**config.mk**
```make
export PLATFORM = sky130hd
export DESIGN_NAME = tlb_write_ctrl
export DESIGN_NICKNAME = d
export VERILOG_FILES = /design/src/rtl/config_pkg.sv /design/src/rtl/tlb_plru.sv /design/src/rtl/tlb_write_ctrl.sv
export SDC_FILE = /design/constraint.sdc
export NUM_CORES = 1
export LEC_CHECK = 0
export ABC_CLOCK_PERIOD_IN_PS = 2300
export BUFFER_PORTS_ARGS = -buffer_cell sky130_fd_sc_hd__buf_2
export CAP_MARGIN = 20
export CORE_MARGIN = 4
export CORE_UTILIZATION = 50
export CTS_BUF_LIST = sky130_fd_sc_hd__clkbuf_2
export CTS_CLUSTER_SIZE = 24
export DETAILED_ROUTE_END_ITERATION = 10
export GPL_TIMING_DRIVEN = 0
export HOLD_SLACK_MARGIN = 0.05
export PLACE_DENSITY = 0.77
export SLEW_MARGIN = 20
export SYNTH_ARGS = -nofsm -noshare
export SYNTH_HDL_FRONTEND = slang
export SYNTH_SLANG_ARGS = --single-unit
```
**constraint.sdc**
```tcl
create_clock -name clk -period 2.3 [get_ports clk]
set_input_delay 0.23 -clock clk [delete_from_list [all_inputs] [get_ports clk]]
set_output_delay 0.23 -clock clk [all_outputs]
set_load 0.02 [all_outputs]
```
**src/rtl/config_pkg.sv**
```systemverilog
// rtl/config_pkg.sv - MMU sizing constants shared by the instruction and data TLBs
package config_pkg;
  localparam int ITLB_ENTRIES = 8;
  localparam int DTLB_ENTRIES = 8;
endpackage

```
**src/rtl/tlb_plru.sv**
```systemverilog
// rtl/tlb_plru.sv - tree pseudo-LRU state for a fully associative TLB
// Heap-ordered node bits: node 0 is the root, children of n are 2n+1 and 2n+2.
module tlb_plru #(
  parameter int TLB_ENTRIES = 8,
  parameter int IDX_BITS    = $clog2(TLB_ENTRIES)
) (
  input  logic                clk,
  input  logic                reset,
  input  logic                flush,
  input  logic                touch_valid,
  input  logic [IDX_BITS-1:0] touch_idx,
  output logic [IDX_BITS-1:0] victim_idx
);

  logic [TLB_ENTRIES-2:0] plru_q, plru_d;
  logic [IDX_BITS-1:0]    upd_node, vic_node, vic;

  // A node bit of 0 sends the victim towards the lower-index subtree.
  always_comb begin
    plru_d   = plru_q;
    upd_node = '0;
    if (touch_valid) begin
      for (int l = 0; l < IDX_BITS; l++) begin
        upd_node         = IDX_BITS'((1 << l) - 1) + (touch_idx >> (IDX_BITS - l));
        plru_d[upd_node] = ~touch_idx[IDX_BITS-1-l];
      end
    end
    if (flush) plru_d = '0;
  end

  always_comb begin
    vic      = '0;
    vic_node = '0;
    for (int l = 0; l < IDX_BITS; l++) begin
      vic_node             = IDX_BITS'((1 << l) - 1) + (vic >> (IDX_BITS - l));
      vic[IDX_BITS-1-l]    = plru_q[vic_node];
    end
  end

  assign victim_idx = vic;

  always_ff @(posedge clk) begin
    if (reset) plru_q <= '0;
    else       plru_q <= plru_d;
  end

endmodule

```
**src/rtl/tlb_write_ctrl.sv**
```systemverilog
// rtl/tlb_write_ctrl.sv - fill/flush sequencer for a CAM-based fully associative TLB
// Victim is the lowest invalid entry, else the tree-PLRU choice.
module tlb_write_ctrl
  import config_pkg::*;
#(
  parameter int TLB_ENTRIES = DTLB_ENTRIES,
  parameter int IDX_BITS    = $clog2(TLB_ENTRIES)
) (
  input  logic                   clk,
  input  logic                   reset,
  input  logic [TLB_ENTRIES-1:0] Matches,
  input  logic                   AccessValid,
  input  logic                   FillValid,
  output logic                   FillReady,
  input  logic                   FlushReq,
  output logic [TLB_ENTRIES-1:0] WriteEnables,
  output logic [IDX_BITS-1:0]    VictimIdx,
  output logic                   TLBFlush,
  output logic                   FillDone,
  output logic                   Busy
);

  typedef enum logic [1:0] {IDLE, WRITE, FLUSH} state_e;

  state_e                 state_q, state_d;
  logic [TLB_ENTRIES-1:0] valid_q, valid_d;
  logic                   flush_pend_q, flush_pend_d;
  logic [IDX_BITS-1:0]    victim_q, victim_d;
  logic [IDX_BITS-1:0]    plru_victim, victim_sel, touch_idx;
  logic                   touch_valid;

  function automatic logic [IDX_BITS-1:0] lowest_set(input logic [TLB_ENTRIES-1:0] v);
    lowest_set = '0;
    for (int i = TLB_ENTRIES - 1; i >= 0; i--)
      if (v[i]) lowest_set = IDX_BITS'(i);
  endfunction

  function automatic logic [TLB_ENTRIES-1:0] onehot(input logic [IDX_BITS-1:0] idx);
    onehot      = '0;
    onehot[idx] = 1'b1;
  endfunction

  assign victim_sel  = (&valid_q) ? plru_victim : lowest_set(~valid_q);
  // The write's own touch takes precedence over a concurrent lookup hit.
  assign touch_valid = (state_q == WRITE) | (AccessValid & (|Matches));
  assign touch_idx   = (state_q == WRITE) ? victim_q : lowest_set(Matches);
  assign Busy        = (state_q != IDLE) | flush_pend_q;

  tlb_plru #(
    .TLB_ENTRIES(TLB_ENTRIES),
    .IDX_BITS   (IDX_BITS)
  ) u_plru (
    .clk        (clk),
    .reset      (reset),
    .flush      (state_q == FLUSH),
    .touch_valid(touch_valid),
    .touch_idx  (touch_idx),
    .victim_idx (plru_victim)
  );

  always_comb begin
    state_d      = state_q;
    valid_d      = valid_q;
    flush_pend_d = flush_pend_q;
    victim_d     = victim_q;
    FillReady    = 1'b0;
    WriteEnables = '0;
    VictimIdx    = '0;
    TLBFlush     = 1'b0;
    FillDone     = 1'b0;
    case (state_q)
      IDLE: begin
        FillReady = ~FlushReq & ~flush_pend_q;
        if (FlushReq | flush_pend_q) begin
          state_d = FLUSH;
        end else if (FillValid) begin
          victim_d = victim_sel;
          state_d  = WRITE;
        end
      end
      WRITE: begin
        WriteEnables      = onehot(victim_q);
        VictimIdx         = victim_q;
        FillDone          = 1'b1;
        valid_d[victim_q] = 1'b1;
        flush_pend_d      = flush_pend_q | FlushReq;
        state_d           = (FlushReq | flush_pend_q) ? FLUSH : IDLE;
      end
      FLUSH: begin
        TLBFlush     = 1'b1;
        valid_d      = '0;
        flush_pend_d = FlushReq;
        state_d      = IDLE;
      end
      default: state_d = IDLE;
    endcase
  end

  always_ff @(posedge clk) begin
    if (reset) begin
      state_q      <= IDLE;
      valid_q      <= '0;
      flush_pend_q <= 1'b0;
      victim_q     <= '0;
    end else begin
      state_q      <= state_d;
      valid_q      <= valid_d;
      flush_pend_q <= flush_pend_d;
      victim_q     <= victim_d;
    end
  end

endmodule

```
==> qor.yml, run 1 <==
finalWorstSetupSlack_ns: 0.0993
ir_worst_vdd_mv: 0.334
crit_path_start_kind: "register"
coreArea_sq_mm: 0.00245
internal_power_mw: 0.498
required_ns: 2.57
setup_violations: 0
met1_usage_pct: 24.2
skew_ns: 0.0141
grt_start_max_net_pins: 13
io_buffers: 27
gp_congestion: 0.877
cts_tree: "built"
grt-ovfl-total: 0
synth-edff-count: 0
htree_levels: 1
wl_mm: 3.14
tightest_slew_ns: 0.598
ys_warn_count: 0
power_density_mw_per_mm2: 464
use_met2_pct: 32.2
crit_top_cell: "buf_6"
crit_arrival_ns: 2.47
hold_violations: 0
leakage_nw: 0.730
grt_pass1_vias: 1139
outcome: "finished, final reports clean"
areaGrowthSynthToFinish_pct: 24.2
drv_cap: 0
holdCritPathClass: "input port to register"
comb_power_share_pct: 25.6
ios: 28
clk_latency_ns: 0.33
drt_first_iter_violations: 58
cts_buffers: 3
seq_area_frac_synth_pct: 33.0
syn-instance-count: 157
clk_pin_slew_ns: 0.20
p_seq_share_pct: 53.6
fin_crit_ns: 2.20
rsz0062_at_grt: "false"
switchingPower_mw: 0.236
vias_per_cell: 5.67
antenna_cells: 0
max-slew-margin-rel_pct: 59.8
num_rows: 18
slew_violations: 0
timing.hold.ws_ns: 0.112
p_clk_share_pct: 20.8
swShare_pct: 32.2
synth.distinct_cells: 40
ys_async_sr_fraction_pct: 0
vias: 1281
critPathKind: "register to register"
cts-root-buf: "clkbuf_2"
antenna_found_initial: 0
syn_area_sq_mm: 0.00127
wl_per_cell_um: 13.9
start_util_pct: 51.9
slowest_stage: "dfxtp_2"
yosys_register_bits: 21
syn_nets: 179
ant_nets: 0
grt_pass1_wl_mm: 5.04
fillers: 232
place_ws_ns: -0.133
yosysTopAreaCell: "dfxtp_1"
die-height_um: 58.5
syn_avg_cell_area_sq_um: 8.12
clock-sinks: 21
post-route-period-util_pct: 95.7
fmax_mhz: 454
tns_ns: 0
yosys-top-cells-count: "dfxtp_1 (21), nor2_1 (21), nand2_1 (15), ha_1 (9), inv_1 (9)"
crit_chain: "inv_1, ha_2, buf_6, nor3_4, buf_6, a31oi_4, ha_1, nand2b_4, or3b_1, a31oi_1"
track_usage_pct: 18.9
drc_errors: 0
layout.nets: 219
cts_buffer_depth: 2
grt_use_met3_pct: 3.73
cp_max_fo: 5
cp_slowest_stage_delay_ns: 0.37
grt_busiest_layer: "met2"
drtPass1Iterations: 4
synth.area.top_cells: "dfxtp_1 (33%), ha_1 (8.8%), mux2i_1 (6.3%), nor2_1 (6.2%), nand2_1 (4.4%)"
dieArea_sq_mm: 0.00342
die_width_um: 58.5
dp_hpwl_mm: 2.35
synth_top_area_share_pct: 33.0
synth_ff_type: "dfxtp_1"
drive_gt1_share_pct: 26.5
cts-hold-fix-buffers: 0
end_kind: "register"
==> per-layer routing <==
| layer | wire [um] | part of all wire, % |
|---|---|---|
| met3 | 227 | 7.2 |
| met2 | 1520 | 48 |
| met4 | 31 | 0.99 |
| met1 | 1360 | 43 |
| met5 | 0 | 0 |
==> timing repair <==
action,4_1_cts,5_1_grt
setup endpoints to repair,2,3
setup buffers,4,4
pin swaps,2,1
gates resized for setup,2,9
==> placed cells by master (no fill, tap or decap), drive strengths merged, types with 2 or more instances in the layout <==
| master | Yosys | routed |
|---|---|---|
| buf | 1 | 36 |
| nor2 | 21 | 21 |
| dfxtp | 21 | 21 |
| nand2 | 15 | 15 |
| inv | 10 | 10 |
| nor3 | 9 | 9 |
| ha | 9 | 9 |
| mux2i | 8 | 8 |
| clkbuf | 5 | 8 |
| a21oi | 7 | 7 |
| o21ai | 7 | 7 |
| a31oi | 6 | 6 |
| nor3b | 5 | 5 |
| nand2b | 4 | 4 |
| and2 | 3 | 3 |
| nand3 | 3 | 3 |
| a41oi | 2 | 2 |
| nor2b | 2 | 2 |
| nand4 | 2 | 2 |
| a21boi | 2 | 2 |
==> state kept, by name, summed over array words and instances (netlist names) <==
signal / cells
valid_q: 8
victim_q: 3
u_plru.plru_q: 7
flush_pend_q: 1
state_q: 2
==> final timing paths <==
path | from | endpoint | slack (ns) | cells past startpoint
max | state_q[1]$_SDFFE_PP0P_ | u_plru.plru_q[0]$_SDFFE_PP0P_ | 0.1 | 10
max reg2reg | state_q[1]$_SDFFE_PP0P_ | u_plru.plru_q[0]$_SDFFE_PP0P_ | 0.1 | 10
min reg2reg | u_plru.plru_q[1]$_SDFFE_PP0P_ | u_plru.plru_q[1]$_SDFFE_PP0P_ | 0.52 | 2
min | reset | victim_q[0]$_SDFFE_PP0P_ | 0.11 | 2
==> worst max-delay path: cells and delay by family (launching register included) <==
family | cells | cell delay (ns)
AOI/OAI and AO/OA | 2 | 0.23
adders and majority gates | 2 | 0.48
buffers and inverters | 3 | 0.34
DFF | 1 | 0.37
and+or+nand+nor | 3 | 0.70
==> cell families after synthesis <==
family	synth area share, %
fa+ha+maj	8.83
simple gates	27.0
flops	33.0
compound gates	19.2
buf+inv	4.81
mux	7.16
==> cell type report <==
type / count / area, sq um / area share, %
clock inverters: 1 / 5.00 / 0.316
clock buffers: 3 / 15.0 / 0.948
inverters: 10 / 37.5 / 2.37
well taps: 30 / 37.5 / 2.37
repair buffers: 35 / 199 / 12.6
plain buffers: 6 / 30.0 / 1.90
flip-flops and latches: 21 / 422 / 26.6
multi-input cells: 120 / 838 / 52.9
==> metrics by stage <==
| stage | instances | total power [mW] | util, % | area [sq um] |
|---|---|---|---|---|
| after floorplan | 157 | 0.516 | - | 1300 |
| after global placement | 214 | 0.561 | 59.9 | 1470 |
| after detailed placement | 214 | 0.567 | 59.9 | 1470 |
| after CTS | 222 | 0.724 | 62.1 | 1520 |
| after global routing | 226 | 0.773 | 64.5 | 1580 |
| final | 226 | 0.734 | 64.5 | 1580 |
==> power groups by stage <==
stage	clock, mW	combinational, mW	sequential (mW)
global placement	0	0.162	0.399
finish	0.153	0.188	0.393
global route	0.168	0.208	0.397
CTS	0.157	0.173	0.393
floorplan	0	0.119	0.397
detailed placement	0	0.167	0.400
Note: power is estimated with default switching activity, not from simulation.
==> inputs of run 2 (changes only) <==
--- a/config.mk
+++ b/config.mk
@@ -15,8 +15,7 @@
 export DETAILED_ROUTE_END_ITERATION = 10
 export GPL_TIMING_DRIVEN = 0
 export HOLD_SLACK_MARGIN = 0.05
-export PLACE_DENSITY = 0.77
-export SLEW_MARGIN = 20
+export PLACE_DENSITY = 0.82
 export SYNTH_ARGS = -nofsm -noshare
 export SYNTH_HDL_FRONTEND = slang
 export SYNTH_SLANG_ARGS = --single-unit
==> run 2 against run 1 <==
Effect of this change:
- sequential share of layout area is 0.23 points lower
- clock-buffer cell count is the same
- cell count unchanged
- largest cell class unchanged
- largest power group unchanged
==> qor.yml, run 2 (synthesis results as in run 1) <==
outcome: "finished, final reports clean"
wl_per_cell_um: 14.1
drtPass1Iterations: 5
holdCritStartpoint: "reset"
cts_buffer_depth: 2
met1_usage_pct: 20.9
die_width_um: 58.5
hold_violations: 0
grt_start_max_net_pins: 13
layout_common_cells: "buf_2 (27), nor2_1 (21), dfxtp_1 (20)"
crit_path_start_kind: "register"
required_ns: 2.57
grt_pass1_vias: 1216
num_rows: 18
tightest_slew_ns: 0.561
track_usage_pct: 18.8
clk_pin_slew_ns: 0.19
drc_errors: 0
cts-root-buf: "clkbuf_2"
cts-hold-fix-buffers: 0
worst-r2r-cell-count: 9
leakage_nw: 0.713
htree_levels: 1
fin_area_sq_mm: 0.00160
regMostFlops: "valid_q"
timing.hold.ws_ns: 0.131
coreArea_sq_mm: 0.00245
dp_hpwl_mm: 2.35
skew_ns: 0.00328
antenna_found_initial: 0
cts_tree: "built"
grt_busiest_layer: "met2"
start_util_pct: 51.9
power_density_mw_per_mm2: 462
rrSetupSlack_ns: 0.08
drv_cap: 0
ir_worst_vdd_mv: 0.501
antenna_cells: 0
tns_ns: 0
place_ws_ns: -0.112
post-route-period-util_pct: 96.7
drt_first_iter_violations: 64
max-slew-margin-rel_pct: 62.3
clock-sinks: 21
ant_nets: 0
slew_violations: 0
end_kind: "register"
drive_gt1_share_pct: 28.1
grt_use_met3_pct: 4.17
wl_mm: 3.19
die-height_um: 58.5
finalPower_mw: 0.738
final_common_cell: "buf_2"
hold_end: "victim_q[0]$_SDFFE_PP0P_"
fmax_mhz: 450
vias_per_cell: 5.63
largest_register_ffs: 8
ios: 28
finalWorstSetupSlack_ns: 0.0770
cp_max_fo: 9
placed_area_sq_mm: 0.00147
hold_depth: 2
largest_registers: "valid_q (8), u_plru.plru_q (7), victim_q (3)"
areaGrowthSynthToFinish_pct: 25.3
crit_arrival_ns: 2.49
io_buffers: 27
layout.nets: 219
vias: 1272
clk_latency_ns: 0.33
gp_congestion: 0.917
holdCritPathClass: "input port to register"
critPathKind: "register to register"
use_met2_pct: 33.3
grt-ovfl-total: 0
setup_violations: 0
timing.rr.start: "state_q[1]$_SDFFE_PP0P_"
reg2reg_to: "u_plru.plru_q[0]$_SDFFE_PP0P_"
fin_crit_ns: 2.22
cts_buffers: 3
grt_pass1_wl_mm: 5.03
dieArea_sq_mm: 0.00342
run 2: worst max-delay path: stages (launching register included):
cell and delay (ns):
dfxtp_2 0.37, inv_1 0.06, ha_2 0.19, buf_6 0.14, nor3_4 0.31, a31oi_4 0.17
ha_4 0.24, nand2b_4 0.14, or3b_1 0.35, a31oi_1 0.19
run 2: through the flow:
stage,std cells,util [%]
after floorplan,157,-
after global placement,214,59.9
after detailed placement,214,59.9
after CTS,222,62.1
after global routing,226,65.1
final,226,65.1
run 2: where the power goes:
part	internal, mW	switching (mW)	leakage [nW]
sequential	0.380	0.0134	0.171
clock	0.0394	0.113	0.0164
combinational	0.0787	0.112	0.526
total	0.498	0.239	0.713
run 2: final cells by class:
cell class,instances,area [sq um]
Multi-Input combinational cell,120,856
Timing Repair Buffer,35,195
Inverter,10,37.5
Clock inverter,1,5.00
Buffer,6,30.0
Clock buffer,3,15.0
Tap cell,30,37.5
Fill cell,210,857
Sequential cell,21,422
run 2: repair_timing:
| item | 4_1_cts | 5_1_grt |
|---|---|---|
| gates cloned | 0 | 0 |
| pin swaps | 2 | 3 |
| endpoints found under the setup margin | 2 | 3 |
| resized for setup | 2 | 9 |
| hold endpoints to repair | 0 | 0 |
| buffers inserted | 4 | 4 |
run 2: metal layers:
metal / routed length (um) / vias up
met5: 0 / -
met4: 33 / 0
met3: 229 / 5
met2: 1590 / 47
met1: 1330 / 585
li1: - / 635
run 2: worst max path at each step:
stage | start | end | slack [ns] | depth (start not counted)
after floorplan | state_q[1]$_SDFFE_PP0P_ | u_plru.plru_q[1]$_SDFFE_PP0P_ | 0.01 | 10
after global placement | state_q[1]$_SDFFE_PP0P_ | u_plru.plru_q[1]$_SDFFE_PP0P_ | -0.05 | 10
after detailed placement | state_q[1]$_SDFFE_PP0P_ | u_plru.plru_q[1]$_SDFFE_PP0P_ | -0.11 | 10
after CTS | state_q[1]$_SDFFE_PP0P_ | u_plru.plru_q[0]$_SDFFE_PP0P_ | 0.02 | 9
after global routing | state_q[1]$_SDFFE_PP0P_ | u_plru.plru_q[0]$_SDFFE_PP0P_ | -0.03 | 10
final | state_q[1]$_SDFFE_PP0P_ | u_plru.plru_q[0]$_SDFFE_PP0P_ | 0.08 | 9
